===== config.mk =====
export PLATFORM = sky130hd
export DESIGN_NAME = fibo_seq_engine
export DESIGN_NICKNAME = d
export VERILOG_FILES = /design/src/rtl/fibo_pkg.sv /design/src/rtl/fibo_step_dp.sv /design/src/rtl/fibo_seq_engine.sv
export SDC_FILE = /design/constraint.sdc
export NUM_CORES = 1
export LEC_CHECK = 0
export BUFFER_PORTS_ARGS = -buffer_cell sky130_fd_sc_hd__buf_2
export CAP_MARGIN = 20
export CORE_MARGIN = 2
export CORE_UTILIZATION = 51
export CTS_CLUSTER_DIAMETER = 150
export DETAILED_ROUTE_END_ITERATION = 8
export PLACE_DENSITY = 0.77
export SLEW_MARGIN = 20
export SYNTH_ARGS = -nofsm -noshare
export SYNTH_HDL_FRONTEND = slang
export SYNTH_SLANG_ARGS = --single-unit

===== constraint.sdc =====
create_clock -name clk -period 2.15 [get_ports clk]
set_input_delay 0.3225 -clock clk [delete_from_list [all_inputs] [get_ports clk]]
set_output_delay 0.3225 -clock clk [all_outputs]
set_load 0.05 [all_outputs]

===== src/rtl/fibo_pkg.sv =====
// Shared types and constants for the generalised Fibonacci engine.
package fibo_pkg;

  typedef enum logic [1:0] {
    IDLE = 2'd0,
    CALC = 2'd1,
    DONE = 2'd2
  } state_e;

  localparam int unsigned DEF_WIDTH   = 16;
  localparam int unsigned DEF_N_WIDTH = 5;

  // Seed pairs for the two common sequences
  localparam int unsigned FIB_SEED0   = 0;
  localparam int unsigned FIB_SEED1   = 1;
  localparam int unsigned LUCAS_SEED0 = 2;
  localparam int unsigned LUCAS_SEED1 = 1;

endpackage


===== src/rtl/fibo_step_dp.sv =====
// Recurrence datapath: holds the current term pair (a, b) with their
// overflow tags, and either loads fresh seeds or advances by one term.
module fibo_step_dp #(
  parameter int unsigned WIDTH = 16
) (
  input  logic             clk,
  input  logic             reset,
  input  logic             load_i,
  input  logic             step_i,
  input  logic [WIDTH-1:0] seed0_i,
  input  logic [WIDTH-1:0] seed1_i,
  output logic [WIDTH-1:0] a_o,
  output logic             ova_o
);

  logic [WIDTH-1:0] a_q, a_d;
  logic [WIDTH-1:0] b_q, b_d;
  logic             ova_q, ova_d;
  logic             ovb_q, ovb_d;
  logic [WIDTH:0]   sum;

  assign sum = {1'b0, a_q} + {1'b0, b_q};

  // Next term pair: load seeds, or shift b into a and the sum into b.
  // ovb is sticky across the chain so a carry anywhere upstream of a term
  // marks that term, while a carry only in term n+1 never reaches a.
  always_comb begin
    a_d   = a_q;
    b_d   = b_q;
    ova_d = ova_q;
    ovb_d = ovb_q;
    if (load_i) begin
      a_d   = seed0_i;
      b_d   = seed1_i;
      ova_d = 1'b0;
      ovb_d = 1'b0;
    end else if (step_i) begin
      a_d   = b_q;
      b_d   = sum[WIDTH-1:0];
      ova_d = ovb_q;
      ovb_d = sum[WIDTH] | ova_q | ovb_q;
    end
  end

  // Term pair registers with synchronous clear
  always_ff @(posedge clk) begin
    if (reset) begin
      a_q   <= '0;
      b_q   <= '0;
      ova_q <= 1'b0;
      ovb_q <= 1'b0;
    end else begin
      a_q   <= a_d;
      b_q   <= b_d;
      ova_q <= ova_d;
      ovb_q <= ovb_d;
    end
  end

  assign a_o   = a_q;
  assign ova_o = ova_q;

endmodule


===== src/rtl/fibo_seq_engine.sv =====
// Generalised Fibonacci engine: computes term n of a two-seed recurrence
// with overflow detection, optional saturation and a done/ack handshake.
module fibo_seq_engine
  import fibo_pkg::*;
#(
  parameter int unsigned WIDTH    = DEF_WIDTH,
  parameter int unsigned N_WIDTH  = DEF_N_WIDTH,
  parameter bit          SATURATE = 1'b0
) (
  input  logic               clk,
  input  logic               reset,
  input  logic               start,
  input  logic [N_WIDTH-1:0] n,
  input  logic [WIDTH-1:0]   seed0,
  input  logic [WIDTH-1:0]   seed1,
  input  logic               ack,
  output logic               busy,
  output logic               done,
  output logic [WIDTH-1:0]   result,
  output logic               overflow
);

  state_e             state_q, state_d;
  logic [N_WIDTH-1:0] cnt_q, cnt_d;
  logic [WIDTH-1:0]   result_q, result_d;
  logic               overflow_q, overflow_d;
  logic               dp_load, dp_step;
  logic [WIDTH-1:0]   dp_a;
  logic               dp_ova;

  fibo_step_dp #(
    .WIDTH (WIDTH)
  ) u_dp (
    .clk     (clk),
    .reset   (reset),
    .load_i  (dp_load),
    .step_i  (dp_step),
    .seed0_i (seed0),
    .seed1_i (seed1),
    .a_o     (dp_a),
    .ova_o   (dp_ova)
  );

  // Next-state, counter, result capture and datapath control.
  // A start in DONE acts as an implicit ack and reloads directly.
  always_comb begin
    state_d    = state_q;
    cnt_d      = cnt_q;
    result_d   = result_q;
    overflow_d = overflow_q;
    dp_load    = 1'b0;
    dp_step    = 1'b0;
    case (state_q)
      IDLE: begin
        if (start) begin
          dp_load = 1'b1;
          cnt_d   = n;
          state_d = CALC;
        end
      end
      CALC: begin
        if (cnt_q != '0) begin
          dp_step = 1'b1;
          cnt_d   = cnt_q - N_WIDTH'(1);
        end else begin
          result_d   = (SATURATE && dp_ova) ? '1 : dp_a;
          overflow_d = dp_ova;
          state_d    = DONE;
        end
      end
      DONE: begin
        if (start) begin
          dp_load = 1'b1;
          cnt_d   = n;
          state_d = CALC;
        end else if (ack) begin
          state_d = IDLE;
        end
      end
      default: state_d = IDLE;
    endcase
  end

  // Control and result registers with synchronous clear
  always_ff @(posedge clk) begin
    if (reset) begin
      state_q    <= IDLE;
      cnt_q      <= '0;
      result_q   <= '0;
      overflow_q <= 1'b0;
    end else begin
      state_q    <= state_d;
      cnt_q      <= cnt_d;
      result_q   <= result_d;
      overflow_q <= overflow_d;
    end
  end

  assign busy     = (state_q == CALC);
  assign done     = (state_q == DONE);
  assign result   = result_q;
  assign overflow = overflow_q;

endmodule


# Word-level counts from Yosys, hierarchy flattened
# Cells that the tools add are included.
# classes
add_sub_neg,2
eq_ne,7
mux,16
bitwise,3
n_reduce_logical,9
# op_table
operator,count
two-way mux 16 bit,4
adder 16 x 16 -> 17 bit,1
two-way mux 5 bit,2
one-hot mux 5 bit (2 select lines),1
two-way mux 2 bit,4
one-hot mux 2 bit (3 select lines),1
AND reduction 3 bit,2
nonzero test 5 bit,1
subtractor 5 x 1 -> 5 bit (second input constant),1
two-way mux 1 bit,4
!= test 2 x 1 -> 1 bit (second input constant),2
!= test 2 bit (second input constant),2
nonzero test 2 bit,2
OR reduction 2 bit,2
!= test 3 bit (second input constant),1
equality test 2 x 1 -> 1 bit (second input constant),1
equality test 2 bit (second input constant),1
logical NOT 2 bit,1
bitwise OR 1 bit,2
AND reduction 2 bit,1
NOT 1 bit,1
# word_totals
ff_bits,58
out_inout_bits,19
word_cells,45

# Logic depth before layout (Yosys ltp)
# Gate-level depths: netlist of run 1.
# depth
word_depth,5
ltp_mapped,10
ltp_nobuf,8

# By module
# From an unflattened synthesis of run 1, not the netlist that was laid out.
# hier_totals
cells_unflattened,415
area_unflattened_um2,3444.6
# by_module_without_submodules
mod,instances,cells_per_inst,area_per_inst_um2,seq_area_each_um2
fibo_step_dp,1,293,2413.6,680.7
fibo_seq_engine,1,122,1031.0,480.5

# Least setup slack after synthesis of run 1
# No wires, ideal clock.
# synth_timing
kind,register -> register
startpoint,reg u_dp.a_q[0] (netlist: u_dp.a_o[0])
endpoint,reg u_dp.b_q[14]
arrival_time_ns,1.920
slack_ns,0.109
path_stages_with_launch,9
n_path_buf,0
path_cell_list,dfxtp_1 > ha_1 > fa_1 > a21oi_1 > nand4b_4 > a21oi_2 > o311ai_4 > nor3b_2 > o31ai_2
# synth_via
elab_chain_len,3
# synth_lines
element,line_no,text
start: declaration,fibo_step_dp.sv:16,"logic [WIDTH-1:0] a_q, a_d;"
start signal: assignment,fibo_step_dp.sv:48,a_q <= '0;
start signal: assignment,fibo_step_dp.sv:53,a_q <= a_d;
adder 16 x 16 -> 17 bit,fibo_step_dp.sv:22,"assign sum = {1'b0, a_q} + {1'b0, b_q};"
two-way mux 16 bit,fibo_step_dp.sv:37,end else if (step_i) begin
two-way mux 16 bit,fibo_step_dp.sv:32,if (load_i) begin
end signal: assignment,fibo_step_dp.sv:49,b_q <= '0;
end signal: assignment,fibo_step_dp.sv:54,b_q <= b_d;
end: declaration,fibo_step_dp.sv:17,"logic [WIDTH-1:0] b_q, b_d;"
# No other way between the ends. The select of a mux whose other input is x is not followed.
# A chain may end at the register's enable or synchronous reset.

# Final worst setup path of run 1
# layout_timing
startpoint,reg u_dp.a_q[6] (netlist: u_dp.a_o[6])
endpoint,reg u_dp.b_q[15]
# The elaborated chain is that of the path after synthesis.

==> results.ini, run 1 <==
[placed_design]
place_area_mm2=0.00374
placed_cells=530
gp_congestion=0.912
place_ws_ns=-0.0210
portBuffers=59
dpl.hpwl_um=5780

[cts]
cts.reportedPaths.clkPinSlew_ns=0.06
cts_buffers=9
cts-root-buf=clkbuf_8
cts_hold_buf=0
cts.sinks=58
cts_tree=built
cts_buffer_depth=2
htree_levels=3
clk_latency_ns=0.34
cts_setup_buffers=0

[global_route]
grt_pass1_wl_um=13400
grt_overflow=0
antenna_found_initial=0
grt_usage_pct=23.0
grt_pass1_vias=2923
grt_max_degree=52

[setup_path]
endpoint=u_dp.b_q[15]
reg2reg_to=u_dp.b_q[15]
rr_startpoint=u_dp.a_o[6]
cpPeakStageDelay_ns=0.39
critical_path.max_fanout=6
arrival_ns=2.28
cp_cell_sequence=ha_1, a211oi_1, o211ai_1, a221oi_1, nand2_1, xnor2_1, o22ai_1
critPathBufInv=0
regToRegSetupSlack_ns=0.07
startpoint=u_dp.a_o[6]
crit_cells=7
ff2ff_path_depth=7
crit_path_top_delay_cell=ha_1
crit_required_ns=2.35
critPathKind=flop to flop
cp-start-kind=flop
cp-end-kind=flop
critical-path-top-delay-family=compound AO/OA/AOI/OAI gates

[synth]
post_synth_fa_ha_maj_area_fraction_pct=7.25
netlist_area_mm2=0.00338
ys_warn_count=0
synth_xor_area_share_pct=2.59
yosysSeqAreaShare_pct=34.3
synth-compound-area-share_pct=25.3
synth_edf_count=0
synthesis.nets=466
synth_flop_cell=dfxtp_1
ys_async_sr_fraction_pct=0
synth_simple_gate_area_share_pct=24.1
yosysUniqueCellTypes=58
synth_top_family_by_area=compound AO/OA/AOI/OAI gates
syn_area_per_cell_um2=8.33
netlist_instances=406
synth-seq-cells=58
synthMuxAreaShare_pct=0.592

[die]
die_y_um=85.4
io_pins=60
die_area_mm2=0.00730
fp.coreArea_mm2=0.00639
initial_utilization_pct=52.9
fp-row-count=29
die_w_um=85.4

[drt]
ant_nets=0
drtIter0Drc=201
drt-pass1-iter-count=4
viasPerCell=5.80
routed_wl_um=8190
via_count=3153
drc=0
wl_per_cell_um=15.0

[final_layout]
nFillCells=545
antenna_cells=0
fin_area_mm2=0.00395
nNetsFinal=524
multiInputGateArea_mm2=0.00204
syn_to_final_growth_pct=16.8
regArea_mm2=0.00116
drive_above_1_share_pct=27.8
stdcell_count=544

[sta]
rsz0062_at_grt=false
fin_ws_ns=0.0707
max_clock_freq_ghz=0.481
finalHoldWorstSlack_ns=0.203
hold_viol_final=0
timing.final.max_slew_violations=0
fin_crit_ns=2.08
fin_skew_ns=0.00707
final-setup-viol-count=0
worst_pin_slew_ns=0.586
period_share_pct=96.7
slew_headroom_pct=60.9

[pwr]
ir_worst_vdd_uv=419
p_int_w=0.00211
p_clk_share_pct=31.8
p_sw_w=0.00108
combPwrFrac_pct=28.4
seqPwrFrac_pct=39.8
p_sw_share_pct=33.9
leakagePower_nw=1.65
p_per_area_mw_per_mm2=808

[min_path]
hp-class=input port to flop
holdPathStages=3

[run]
maxCapViolations=0

[outcome]
status=completed

## timing repair
item | in CTS | in global routing
setup endpoints to repair | 2 | 26
hold endpoints to repair | 0 | 0
resized for setup | 2 | 2
pin swaps | 0 | 2
## worst min-delay path: stages
cell and delay [ns]:
buf_2 0.08, a31oi_1 0.06, o21ai_0 0.05
## layout make-up
| class | count | share of cell area (%) |
|---|---|---|
| Clock inverter | 3 | 1.01 |
| Multi-Input combinational cell | 314 | 51.8 |
| Clock buffer | 11 | 3.83 |
| Timing Repair Buffer | 73 | 10.8 |
| Sequential cell | 58 | 29.4 |
| Tap cell | 77 | 2.44 |
| Inverter | 8 | 0.760 |
## synthesized netlist by cell type (6+ instances only)
| cell | count | area, um2 |
|---|---|---|
| a311oi_2 | 10 | 150 |
| nor3_1 | 6 | 30.0 |
| xnor2_1 | 7 | 61.3 |
| nand2_1 | 70 | 263 |
| inv_1 | 7 | 26.3 |
| nand2_2 | 11 | 68.8 |
| nand3_1 | 23 | 115 |
| o21ai_0 | 11 | 55.1 |
| nor2_1 | 36 | 135 |
| clkbuf_1 | 11 | 41.3 |
| buf_6 | 7 | 78.8 |
| ha_1 | 18 | 225 |
| a311oi_1 | 9 | 78.8 |
| a21oi_1 | 39 | 195 |
| dfxtp_1 | 58 | 1160 |
## layer usage
| metal | vias to the layer above | track usage [%] | routed length (um) |
|---|---|---|---|
| met4 | 0 | 10.1 | 184 |
| met5 | - | 0 | 0 |
| met2 | 83 | 36.1 | 3770 |
| met1 | 1481 | 31.0 | 3830 |
| met3 | 16 | 3.99 | 397 |
| li1 | 1573 | - | - |
## power groups by stage
stage               sequential (W)  combinational [W]  clock [W]
floorplan                  0.00129           0.000679          0
global placement           0.00128           0.000864          0
detailed placement         0.00129           0.000881          0
CTS                        0.00126           0.000892    0.00103
global route               0.00128           0.000995    0.00107
finish                     0.00127           0.000906    0.00102
## through the flow
stage	power, W	setup TNS (ns)	utilization [%]
6_report	0.00319	0	61.8
5_1_grt	0.00335	0	61.8
4_1_cts	0.00319	0	61.6
3_5_place_dp	0.00217	-0.0210	58.5
3_3_place_gp	0.00215	0	58.5
2_1_floorplan	0.00197	0	-
## sequential cells by signal (all words and copies together) (netlist names)
| name | cells |
|---|---|
| cnt_q | 5 |
| overflow | 1 |
| result | 16 |
| state_q | 2 |
| u_dp.a_o | 16 |
| u_dp.b_q | 16 |
| u_dp.ova_o | 1 |
| u_dp.ovb_q | 1 |
## placed cells by master, fill, tap and decap left out, drive strengths merged, types with 2 or more instances in the layout
cell type  count
a31oi          7
clkbuf        11
o211ai         4
dfxtp         58
clkinv         2
ha            18
nor3           7
a22oi          2
mux2i          2
a221oi         2
buf           73
nor2b          2
nand3         24
nand2         81
xnor2          7
nand4          3
a21oi         41
nor2          36
nand2b         2
xor2           3
o22ai          4
and2b          2
a21o           3
inv            8
a311oi        19
a21boi         5
o21ai         16
a211oi         6
or3            3
and2           2
## cell families (layout without fill, tap and decap cells)
logic type,Yosys count,count (layout)
and+or+nand+nor,169,169
muxes,2,2
AOI/OAI and AO/OA,114,114
buffers and inverters,34,95
DFF,58,58
xor gates and xnor gates,10,10
adders and majority gates,19,19
## worst min-delay path by stage
stage                          from           to  slack, ns
after floorplan            seed1[8]  u_dp.b_q[8]       0.45
after global placement     overflow     overflow       0.44
after detailed placement  result[5]    result[5]       0.44
after CTS                  seed1[8]  u_dp.b_q[8]       0.19
after global routing       seed1[8]  u_dp.b_q[8]       0.22
final                      seed1[8]  u_dp.b_q[8]       0.20
Note: power is estimated with default switching activity, not from simulation.
==> inputs of run 2 (changes only) <==
--- a/config.mk
+++ b/config.mk
@@ -7,7 +7,7 @@
 export LEC_CHECK = 0
 export BUFFER_PORTS_ARGS = -buffer_cell sky130_fd_sc_hd__buf_2
 export CAP_MARGIN = 20
-export CORE_MARGIN = 2
+export CORE_MARGIN = 3
 export CORE_UTILIZATION = 51
 export CTS_CLUSTER_DIAMETER = 150
 export DETAILED_ROUTE_END_ITERATION = 8
==> run 2 against run 1 <==
Net effect: design area up 0.29%; clock power down 12%; sequential share of layout area down 0.084 points; combinational power up 2.8%; sequential cell count unchanged; utilization up 0.18 points; register-to-register slack better by 0.02 ns; highest routed layer unchanged.
==> results.ini, run 2 (same netlist as run 1, synthesis figures left out) <==
[global_route]
grt_pass1_wl_um=14000  ; +5.2%
antenna_found_initial=0  ; unchanged
grt_usage_pct=23.3  ; +0.28 points
grt_overflow=0  ; unchanged
grt_pass1_vias=2946  ; +0.79%
grt_max_degree=52  ; unchanged

[cts]
cts_buffer_depth=2  ; unchanged
cts_tree=built
clk_latency_ns=0.34  ; about the same
cts_buffers=9  ; unchanged
cts.reportedPaths.clkPinSlew_ns=0.07  ; about the same
cts_hold_buf=0  ; unchanged
cts.sinks=58  ; unchanged
htree_levels=3  ; unchanged
cts-root-buf=clkbuf_8

[setup_path]
critPathKind=flop to flop
arrival_ns=2.26  ; -0.02 ns
crit_path_top_delay_cell=fa_2
cp-end-kind=flop
cp-start-kind=flop
cpPeakStageDelay_ns=0.41  ; +0.02 ns
critPathBufInv=0  ; unchanged
crit_required_ns=2.35  ; about the same
cp_cell_sequence=ha_2, fa_2, a21oi_2, nand4b_4, a21oi_2, or3_1, nand3_1, a31oi_1
critical_path.max_fanout=4  ; -2
cpMostUsedCell=a21oi_2
critical-path-top-delay-family=simple AND/OR/NAND/NOR gates
ff2ff_path_depth=8  ; +1
regToRegSetupSlack_ns=0.09  ; +0.02 ns
rr_startpoint=u_dp.a_o[0]
reg2reg_to=u_dp.b_q[10]

[sta]
timing.final.max_slew_violations=0  ; unchanged
slew_headroom_pct=60.1  ; -0.81 points
hold_viol_final=0  ; unchanged
final.setup.tns_ns=0  ; unchanged
worst_pin_slew_ns=0.598  ; +0.0122 ns
period_share_pct=95.8  ; -0.89 points
final-setup-viol-count=0  ; unchanged
max_clock_freq_ghz=0.485  ; +0.93%
rsz0062_at_grt=false
fin_skew_ns=0.00338  ; -0.00370 ns
fin_crit_ns=2.06  ; -0.0192 ns

[outcome]
status=completed

[final_layout]
drive_above_1_share_pct=28.5  ; +0.61 points
fin_area_mm2=0.00396  ; +0.29%
syn_to_final_growth_pct=17.1
stdcell_count=548  ; +0.74%
final_common_cell=nand2_1
mostFrequentLayoutCells=nand2_1, buf_2, dfxtp_1
antenna_cells=0  ; unchanged
nNetsFinal=526  ; +0.38%
nFillCells=557  ; +2.2%
multiInputGateArea_mm2=0.00205  ; +0.18%
regArea_mm2=0.00116  ; unchanged

[drt]
ant_nets=0  ; unchanged
routed_wl_um=8590  ; +4.9%
drc=0  ; unchanged
via_count=3168  ; +0.48%
drt-pass1-iter-count=4  ; unchanged
viasPerCell=5.78  ; -0.26%
drtIter0Drc=239  ; +19%
wl_per_cell_um=15.7  ; +4.1%

[die]
io_pins=60  ; unchanged
die_y_um=87.4  ; +2.3%
initial_utilization_pct=52.9  ; unchanged
fp.coreArea_mm2=0.00639  ; unchanged
die_area_mm2=0.00764  ; +4.7%
die_w_um=87.4  ; +2.3%
fp-row-count=29  ; unchanged

[placed_design]
dpl.hpwl_um=6280  ; +8.5%
place_area_mm2=0.00376  ; +0.54%
gp_congestion=0.938  ; +2.9%
portBuffers=59  ; unchanged
placed_cells=531  ; +0.19%

[pwr]
leakagePower_nw=1.65  ; -0.19%
power_w=0.00309  ; -3.1%
ir_worst_vdd_uv=493  ; +18%
p_per_area_mw_per_mm2=781  ; -3.4%

[run]
maxCapViolations=0  ; unchanged

[min_path]
hold_path_end=u_dp.b_q[2]
hp-start=seed1[2]
holdPathStages=3  ; unchanged
hp-class=input port to flop

run 2: cell types whose count changed in the layout (fill, tap and decap cells not counted):
cell	previous run	this run
buf_4	12	13
a21oi_1	37	38
a21oi_2	4	3
bufinv_16	1	0
clkinv_2	2	3
clkinvlp_4	0	2
clkbuf_8	11	10
ha_2	0	1
ha_1	18	17
a211oi_1	5	4
a211oi_2	1	2
buf_12	2	3
clkbuf_1	0	1
run 2: worst max path at each step:
stage	slack, ns	start	end	cells past startpoint
finish	0.09	u_dp.a_o[0]	u_dp.b_q[10]	8
global route	0.009	u_dp.a_o[0]	u_dp.b_q[10]	8
CTS	0.04	u_dp.a_o[0]	u_dp.b_q[14]	8
detailed placement	-0.06	u_dp.a_o[0]	u_dp.b_q[14]	8
global placement	0.06	u_dp.a_o[0]	u_dp.b_q[14]	8
floorplan	0.11	u_dp.a_o[0]	u_dp.b_q[14]	8
run 2: repair_timing:
action | 4_1_cts | 5_1_grt
endpoints found under the setup margin | 3 | 29
pin swaps | 0 | 3
gates resized for setup | 2 | 3
buffers inserted | 0 | 1
run 2: metrics by stage:
stage / worst slack, ns / utilization (%) / hold slack [ns]
3_5_place_dp: -0.0624 / 58.9 / 0.446
3_3_place_gp: 0.0634 / 58.9 / 0.440
4_1_cts: 0.0359 / 61.6 / 0.231
6_report: 0.0899 / 62.0 / 0.237
2_1_floorplan: 0.109 / - / 0.452
5_1_grt: 0.00880 / 62.0 / 0.254
run 2: cell type report:
class	instances	area share, %
Clock buffer	11	3.57
Inverter	8	0.758
Timing Repair Buffer	75	11.4
Sequential cell	58	29.3
Tap cell	77	2.43
Clock inverter	5	0.758
Multi-Input combinational cell	314	51.7
run 2: report_power, final:
group | switching (W) | internal (W)
combinational | 0.000563 | 0.000368
sequential | 0.0000972 | 0.00117
clock | 0.000451 | 0.000443
total | 0.00111 | 0.00198
run 2: routing by layer:
layer | share of wire, % | wire, um | global-route usage, % | vias to the layer above
li1 | - | - | - | 1572
met1 | 45 | 3850 | 31.5 | 1468
met2 | 47 | 4060 | 37.2 | 116
met3 | 6.7 | 575 | 3.69 | 12
met4 | 1.2 | 106 | 8.51 | 0
met5 | 0 | 0 | 0 | -
run 2: worst reg2reg max path: stages (launching register included):
cell      delay, ns
dfxtp_1        0.32
ha_2           0.21
fa_2           0.42
a21oi_2        0.17
nand4b_4       0.17
a21oi_2        0.11
or3_1          0.37
nand3_1        0.09
a31oi_1        0.07
